--- config.mk ---
export PLATFORM = sky130hd
export DESIGN_NAME = can_error_frame_ctrl
export DESIGN_NICKNAME = d
export VERILOG_FILES = /design/src/rtl/can_error_frame_ctrl.sv
export SDC_FILE = /design/constraint.sdc
export NUM_CORES = 1
export LEC_CHECK = 0
export ABC_AREA = 1
export CORE_ASPECT_RATIO = 1.5
export CORE_MARGIN = 4
export CORE_UTILIZATION = 55
export DETAILED_ROUTE_END_ITERATION = 6
export PLACE_DENSITY = 0.79
export SYNTH_ARGS = -nofsm -noshare
export SYNTH_HDL_FRONTEND = slang
export SYNTH_SLANG_ARGS = --single-unit
--- constraint.sdc ---
create_clock -name clock -period 4 [get_ports clock]
set_input_delay 0.8 -clock clock [delete_from_list [all_inputs] [get_ports clock]]
set_output_delay 0.8 -clock clock [all_outputs]
set_load 0.01 [all_outputs]
--- src/rtl/can_error_frame_ctrl.sv ---
// CAN error/overload frame sequencer: drives flag, waits for recessive bus, then
// delimiter and intermission bit by bit on the sample-point strobe.
module can_error_frame_ctrl #(
  parameter int FLAG_BITS    = 6,
  parameter int DELIM_BITS   = 8,
  parameter int INTER_BITS   = 3,
  parameter int STUCK_BITS   = 8,
  parameter int MAX_OVERLOAD = 2
) (
  input  logic       clock,
  input  logic       reset,
  input  logic       samplePoint,
  input  logic       rxBit,
  input  logic       errorReq,
  input  logic       overloadReq,
  input  logic       errorPassive,
  output logic       txBit,
  output logic       busy,
  output logic       interframe,
  output logic       frameDone,
  output logic       sofDetected,
  output logic       stuckDominant,
  output logic [2:0] state
);

  localparam logic [2:0] IDLE         = 3'd0;
  localparam logic [2:0] ERR_FLAG     = 3'd1;
  localparam logic [2:0] OVL_FLAG     = 3'd2;
  localparam logic [2:0] WAIT_REC     = 3'd3;
  localparam logic [2:0] DELIM        = 3'd4;
  localparam logic [2:0] INTERMISSION = 3'd5;

  localparam int DW = $clog2(STUCK_BITS + 1);
  localparam int OW = $clog2(MAX_OVERLOAD + 1);

  localparam logic [3:0]    FLAG_LAST  = 4'(FLAG_BITS - 1);
  localparam logic [3:0]    DELIM_LAST = 4'(DELIM_BITS - 1);
  localparam logic [3:0]    INTER_LAST = 4'(INTER_BITS);
  localparam logic [DW-1:0] STUCK_LAST = DW'(STUCK_BITS - 1);
  localparam logic [OW-1:0] OVL_MAX    = OW'(MAX_OVERLOAD);

  // bit_cnt: flag bits done in a flag state, delimiter bits seen in DELIM,
  // current intermission bit number (1-based) in INTERMISSION.
  logic [3:0]    bit_cnt, bit_cnt_n;
  logic [DW-1:0] dom_cnt, dom_cnt_n;
  logic [OW-1:0] ovl_cnt, ovl_cnt_n;
  logic          err_pend, err_pend_n;
  logic          ovl_pend, ovl_pend_n;
  logic [2:0]    state_n;
  logic          tx_n, done_n, sof_n, stuck_n;
  logic          go_err, go_ovl, err_clr, ovl_clr;

  always_comb begin
    // NOTE: every signal written here gets a default first, so no path leaves one unassigned and infers a latch.
    state_n   = state;
    bit_cnt_n = bit_cnt;
    dom_cnt_n = dom_cnt;
    ovl_cnt_n = ovl_cnt;
    tx_n      = txBit;
    done_n    = 1'b0;
    sof_n     = 1'b0;
    stuck_n   = 1'b0;
    go_err    = 1'b0;
    go_ovl    = 1'b0;
    err_clr   = 1'b0;
    ovl_clr   = 1'b0;

    if (samplePoint) begin
      case (state)
        IDLE: begin
          if (err_pend)      go_err = 1'b1;
          else if (ovl_pend) go_ovl = 1'b1;
        end
        ERR_FLAG, OVL_FLAG: begin
          if (bit_cnt == FLAG_LAST) begin
            state_n   = WAIT_REC;
            dom_cnt_n = '0;
            tx_n      = 1'b1;
          end else begin
            bit_cnt_n = bit_cnt + 4'd1;
          end
        end
        WAIT_REC: begin
          // The first recessive sample already counts as delimiter bit 1.
          if (rxBit) begin
            state_n   = DELIM;
            bit_cnt_n = 4'd1;
          end else if (dom_cnt == STUCK_LAST) begin
            stuck_n   = 1'b1;
            dom_cnt_n = '0;
          end else begin
            dom_cnt_n = dom_cnt + DW'(1);
          end
        end
        DELIM: begin
          if (!rxBit) begin
            go_err = 1'b1;
          end else if (bit_cnt == DELIM_LAST) begin
            state_n   = INTERMISSION;
            bit_cnt_n = 4'd1;
          end else begin
            bit_cnt_n = bit_cnt + 4'd1;
          end
        end
        INTERMISSION: begin
          if (err_pend) begin
            go_err = 1'b1;
          end else if (!rxBit) begin
            // Early dominant is an overload unless the overload budget is spent.
            if (bit_cnt < INTER_LAST && ovl_cnt != OVL_MAX) begin
              go_ovl = 1'b1;
            end else begin
              sof_n     = 1'b1;
              state_n   = IDLE;
              ovl_cnt_n = '0;
            end
          end else if (bit_cnt == INTER_LAST) begin
            done_n    = 1'b1;
            state_n   = IDLE;
            ovl_cnt_n = '0;
          end else begin
            bit_cnt_n = bit_cnt + 4'd1;
          end
        end
        default: begin
          state_n = IDLE;
          tx_n    = 1'b1;
        end
      endcase
    end

    if (go_err) begin
      state_n   = ERR_FLAG;
      bit_cnt_n = '0;
      tx_n      = errorPassive;
      err_clr   = 1'b1;
      ovl_clr   = 1'b1;
    end else if (go_ovl) begin
      state_n   = OVL_FLAG;
      bit_cnt_n = '0;
      tx_n      = 1'b0;
      ovl_clr   = 1'b1;
      if (ovl_cnt != OVL_MAX) ovl_cnt_n = ovl_cnt + OW'(1);
    end

    // A request in the same cycle as the clear stays latched.
    err_pend_n = (err_pend & ~err_clr) | errorReq;
    ovl_pend_n = (ovl_pend & ~ovl_clr) | overloadReq;
  end

  always_ff @(posedge clock or negedge reset) begin
    if (!reset) begin
      state         <= IDLE;
      bit_cnt       <= '0;
      dom_cnt       <= '0;
      ovl_cnt       <= '0;
      err_pend      <= 1'b0;
      ovl_pend      <= 1'b0;
      txBit         <= 1'b1;
      busy          <= 1'b0;
      interframe    <= 1'b1;
      frameDone     <= 1'b0;
      sofDetected   <= 1'b0;
      stuckDominant <= 1'b0;
    end else begin
      // NOTE: registers use non-blocking assignments so every flop samples pre-edge values.
      state         <= state_n;
      bit_cnt       <= bit_cnt_n;
      dom_cnt       <= dom_cnt_n;
      ovl_cnt       <= ovl_cnt_n;
      err_pend      <= err_pend_n;
      ovl_pend      <= ovl_pend_n;
      txBit         <= tx_n;
      busy          <= (state_n != IDLE);
      interframe    <= (state_n == IDLE) || (state_n == INTERMISSION);
      frameDone     <= done_n;
      sofDetected   <= sof_n;
      stuckDominant <= stuck_n;
    end
  end

endmodule

-- After elaboration in Yosys (flattened, before gate mapping)
Cells that the tools add are included.
- magnitude comparators: 1
- add/subtract/negate cells: 3
- bitwise operators: 6
- mux-type cells: 69
- reductions and logical operators: 14
- equal/unequal tests: 21
- operator list (cell ; number):
    2-to-1 mux 4 bit ; 13
    2-to-1 mux 3 bit ; 11
    2-to-1 mux 1 bit ; 30
    inequality test 4 bit, second input constant ; 7
    2-to-1 mux 2 bit ; 9
    one-hot mux 4 bit (4 select lines) ; 1
    one-hot mux 3 bit (5 select lines) ; 1
    == test 4 x 3 -> 1 bit, second input constant ; 3
    == test 3 bit, second input constant ; 3
    adder 4 x 1 -> 4 bit, second input constant ; 2
    one-hot mux 4 bit (2 select lines) ; 1
    AND reduction 8 bit ; 1
    == test 3 x 2 -> 1 bit, second input constant ; 2
    zero test 3 bit ; 2
    inequality test 2 bit, second input constant ; 3
    one-hot mux 1 bit (2 select lines) ; 3
    nonzero test 3 bit ; 2
    nonzero test 6 bit ; 1
    == test 4 x 2 -> 1 bit, second input constant ; 1
    less-than comparator 4 x 2 -> 1 bit, second input constant ; 1
    AND reduction 4 bit ; 1
    OR reduction 2 bit ; 2
    OR reduction 4 bit ; 1
    == test 3 x 1 -> 1 bit, second input constant ; 1
    9 further kinds ; 12
- word-level logic and storage cells: 126
- input port bits: 7
- register bits: 21
- output and inout bits: 9

-- Longest topological paths before layout
- word-level depth: 12
- depth in mapped cells: 13
- gate-level depth less buffers: 13

-- Least setup slack after synthesis
OpenSTA, ideal clock, no wires.
- path kind: input -> register
- start point: input rxBit
- end point: register bit_cnt[2]
- required time: 3883 ps
- setup time: 117 ps
- slack: 2454 ps
- path buffers: 0
- data arrival time: 1429 ps
- stages on the path: 9
- cells stage by stage: inv_1 -> nand2_2 -> clkinv_2 -> a21oi_2 -> nand3_2 -> nand4_2 -> nand2_2 -> nand2_1 -> nand2_1
- longest elaborated chain between the ends: 6
- elaborated cells on any way between the ends: 18
- those cells by class: eq/ne: 6; mux: 9; reduce/logical: 3
- ends and longest elaborated chain (element ; RTL line ; source):
    start: declaration ; 13 ; input logic rxBit,
    2-to-1 mux 1 bit ; 108 ; end else if (!rxBit) begin
    2-to-1 mux 1 bit ; 106 ; if (err_pend) begin
    one-hot mux 1 bit (2 select lines) ; 69 ; case (state)
    2-to-1 mux 1 bit ; 68 ; if (samplePoint) begin
    inequality test 4 bit (no line) (tied with other cells) ; n/a ;
    AND reduction 8 bit (no line) / 2-to-1 mux 4 bit (equally long branches) ; n/a ;
    end signal: assignment ; 168 ; bit_cnt <= bit_cnt_n;
    end: declaration ; 44 ; logic [3:0] bit_cnt, bit_cnt_n;
Parallel ways exist; a longest one is shown, timed or not.
A chain may end at the register's enable or synchronous reset.

-- Worst setup path in the final report
- start point: input samplePoint
- end point: register bit_cnt[0]
- longest elaborated chain between the ends: 3
- elaborated cells on any way between the ends: 13
- those cells by class: eq/ne: 6; mux: 4; reduce/logical: 3
- ends and longest elaborated chain (element ; RTL line ; source):
    start: declaration ; 12 ; input logic samplePoint,
    2-to-1 mux 1 bit ; 68 ;
    inequality test 4 bit (no line) (tied with other cells) ; n/a ;
    AND reduction 8 bit (no line) / 2-to-1 mux 4 bit (equally long branches) ; n/a ;
Parallel ways exist; a longest one is shown, timed or not.

==> results.md <==
* Run status: finished, final reports clean
* Reported max-cap violation count at 0
* Total overflow reported by the global router at 0
* Post-DR vias/cell at between 5 and 6
* Post-synthesis register bit count at 21
* Total DRC errors in the routed layout at 0
* Combinational fraction of design power at 54.5%
* Max Fclk at 414 MHz
* Data required time of the critical path at 4.20 ns
* Max VDD drop at roughly 0.43 mV
* Gates resized, CTS repair at 0
* Die Ht at about 70 µm
* Via total after detailed routing at roughly 1200
* Count of warnings emitted by yosys at 0
* Synthesized instance count at 179
* Largest net degree at the start of global routing at 22
* TritonCTS buffer count at 3
* Max_slew headroom at about two fifths
* Fraction of power consumed by sequential logic at between 30% and 40%
* Global-route wire length before repair at roughly 5100 µm
* Share of power burned in the clock network at 9.4%
* Final worst path period need at between 2 and 2.5 ns
* Cell taking the most area after synthesis: sky130_fd_sc_hd__dfrtp_1
* Pwr/cell area at 704 nW/µm²
* Final non-filler cell area at 1540 µm²
* Core box area at between 2000 and 2500 µm²
* Cell area after synthesis at around 1300 µm²
* Sequential-to-total area share from yosys stat at approximately two fifths
* H-tree Lvls at 1
* Worst Setup Path Type: input pin to register
* Worst Tran Pin Value at slightly below 0.9 ns
* Diode count at 0
* Most frequent cell after synthesis: sky130_fd_sc_hd__nand2_1
* Switching power as a share of total power at between 40% and 50%
* Setup violation total in the final timing report at 0
* Count of flip-flops with a built-in enable after synthesis at 0
* Total count of max-transition violations in the final report at 0
* Die area at approximately 3300 µm²
* Drt total wl at between 2000 and 3000 µm
* Number of distinct library cells after synthesis at 31
* Commonest register cell after synthesis: sky130_fd_sc_hd__dfrtp_1
* Kind of capture point of the worst setup path: register
* Share of flip-flops with an asynchronous set or reset at between 90% and 100%
* Post-DRT Antenna Nets at 0
* Post-CTS setup repair buffer count at 0
* Bufs on Longest Clock Path at 2
* Switching power of the nets at roughly 510 µW
* Root Buffer: sky130_fd_sc_hd__clkbuf_4
* IO Pins at 16
* Via count of the first global-routing pass at between 1000 and 1500
* All-layer global routing usage at 19.7%
* Number of sinks handled by clock tree synthesis at 21
* RSZ-0062 raised after global routing: no
* Class of the tightest hold or removal check: register to register
* Arrival time at the worst endpoint at 2.61 ns
* Proportion of netlist area held by the largest area contributor at a little over a third
* Row count at 21
* Non-filler instance count after layout at around 220
* Instance count after placement with tap cells included at 215
* Final nets at around 210
* Leakage power of the design at roughly 0.00079 µW
* Count of input and output buffers at 15
* CTS tree: built
* First DRT Iteration DRCs at 58
* Routed length per instance at 13.1 µm
* Final weighted congestion in routability-driven placement at approximately 0.87
* Cell types occupying the most area after synthesis: sky130_fd_sc_hd__dfrtp_1 35%, sky130_fd_sc_hd__nand2_1 13%, sky130_fd_sc_hd__inv_1 6.4%
* Fraction of layout cells with a size suffix above 1 at approximately 15%
* Top cells by count, synth: 46 x sky130_fd_sc_hd__nand2_1, 23 x sky130_fd_sc_hd__inv_1, 22 x sky130_fd_sc_hd__nor2_1
* Maximum fanout along the worst path at 14
* Starting utilization of the core area at around three fifths
* Antenna violations before repair at 0
* Number of buffers added to fix hold violations after cts at 0
* Dpl cell area at between 1500 and 2000 µm²
* Layout-stage area growth over the synthesis result at 14.0%
* Final cycle utilization of the critical path at 60.3%
* Die W at roughly 48 µm
* Total Neg Setup Slack at 0 ns
* Post-Syn Area per Cell at 7.54 µm²
* Syn nets at ~190
* Clock slew seen by the registers of the worst setup and hold paths at approximately 0.11 ns
* Int Power at ~570 µW
* Hold Violations, Final at 0
* Crit start category: input pin
* Later-pin clock latency in the skew report at approximately 0.3 ns
* Drt pass-1 iters at 5
* Worst-case clock skew at roughly 0.0036 ns
* Post-DP HPWL at 2270 µm
-- routing by layer --
metal / routed length (µm) / share of wire (%) / track usage [%]
met2: 1480 / 52 / 35.6
met3: 157 / 5.5 / 3.23
met4: 82 / 2.9 / 10.4
met1: 1150 / 40 / 22.1
met5: 0 / 0 / 0
-- per-stage QoR --
step	utilization (%)	hold WS (ns)	setup slack [ns]	power, µW
finish	67.3	0.499	1.59	1080
detailed placement	66.1	0.492	1.31	982
CTS	67.3	0.507	1.62	1080
global route	67.3	0.560	1.50	1190
floorplan	-	0.457	2.45	817
global placement	66.1	0.485	1.36	965
-- cells in the final DEF, fill, tap and decap left out --
cell type,synthesis,routed
sky130_fd_sc_hd__nand2_1,46,46
sky130_fd_sc_hd__xnor2_1,1,1
sky130_fd_sc_hd__a21oi_1,6,6
sky130_fd_sc_hd__inv_1,23,23
sky130_fd_sc_hd__a41oi_1,1,1
sky130_fd_sc_hd__nor2_2,2,2
sky130_fd_sc_hd__nand3_1,15,15
sky130_fd_sc_hd__nor2_1,22,22
sky130_fd_sc_hd__dfrtp_1,19,19
sky130_fd_sc_hd__nand4_2,1,1
sky130_fd_sc_hd__clkbuf_1,0,1
sky130_fd_sc_hd__xor2_1,2,2
sky130_fd_sc_hd__nor2_4,1,1
sky130_fd_sc_hd__o21ai_1,2,2
sky130_fd_sc_hd__o21bai_1,1,1
sky130_fd_sc_hd__nor3_1,4,4
sky130_fd_sc_hd__a21oi_2,1,1
sky130_fd_sc_hd__o31ai_1,1,1
sky130_fd_sc_hd__clkinv_2,1,1
sky130_fd_sc_hd__a31o_2,1,1
sky130_fd_sc_hd__clkbuf_4,0,3
sky130_fd_sc_hd__dfstp_2,2,2
sky130_fd_sc_hd__nand4_4,1,1
sky130_fd_sc_hd__ha_1,3,3
sky130_fd_sc_hd__o21ai_0,4,4
sky130_fd_sc_hd__a32o_1,1,1
sky130_fd_sc_hd__nand2_2,8,8
sky130_fd_sc_hd__nor2_8,1,1
sky130_fd_sc_hd__nand2_4,2,2
sky130_fd_sc_hd__nand3_2,3,3
sky130_fd_sc_hd__inv_2,2,2
sky130_fd_sc_hd__clkdlybuf4s50_1,0,15
-- power groups by stage --
stage                     Sequential (µW)  Combinational, µW  Clock [µW]
after global routing                  403                672         114
after floorplan                       377                439           0
after detailed placement              394                587           0
final                                 391                590         102
after CTS                             390                590         105
after global placement                391                574           0
-- critical path, cell delays in order --
cell	delay (ns)
sky130_fd_sc_hd__clkdlybuf4s50_1	0.84
sky130_fd_sc_hd__inv_1	0.21
sky130_fd_sc_hd__nor2_1	0.25
sky130_fd_sc_hd__nand2_4	0.12
sky130_fd_sc_hd__nand2_2	0.13
sky130_fd_sc_hd__a21oi_1	0.07
sky130_fd_sc_hd__nand3_1	0.10
sky130_fd_sc_hd__nand2_1	0.08
-- registers in the layout (all words and copies together), names as in the netlist --
name	count
err_pend	1
dom_cnt	4
ovl_cnt	2
sofDetected	1
txBit	1
busy	1
stuckDominant	1
state	3
interframe	1
frameDone	1
bit_cnt	4
ovl_pend	1
-- worst paths after layout --
check,from,to,slack [ns],cells after the start
min in group asynchronous,reset,stuckDominant,0.99,1
hold / removal,ovl_cnt[1],ovl_cnt[1],0.50,1
setup / recovery,samplePoint,bit_cnt[0],1.59,8
setup reg to reg,bit_cnt[0],bit_cnt[0],2.27,11
max in group asynchronous,reset,ovl_cnt[1],2.46,1
hold reg to reg,ovl_cnt[1],ovl_cnt[1],0.50,1
-- area by class of cell --
cell class | count | area, µm²
well taps | 23 | 28.8
multi-input cells | 130 | 706
repair buffers | 15 | 150
fillers | 193 | 748
clock buffers | 4 | 26.3
inverters | 26 | 98.8
flip-flops and latches | 21 | 528
-- logic make-up after synthesis --
logic type | Yosys count | share of synthesized area, %
simple gates | 106 | 39.3
flops | 21 | 39.1
compound gates | 18 | 8.26
fa+ha+maj | 3 | 2.78
buf+inv | 28 | 8.53
xor+xnor | 3 | 1.95
Note: power is estimated with default switching activity, not from simulation.
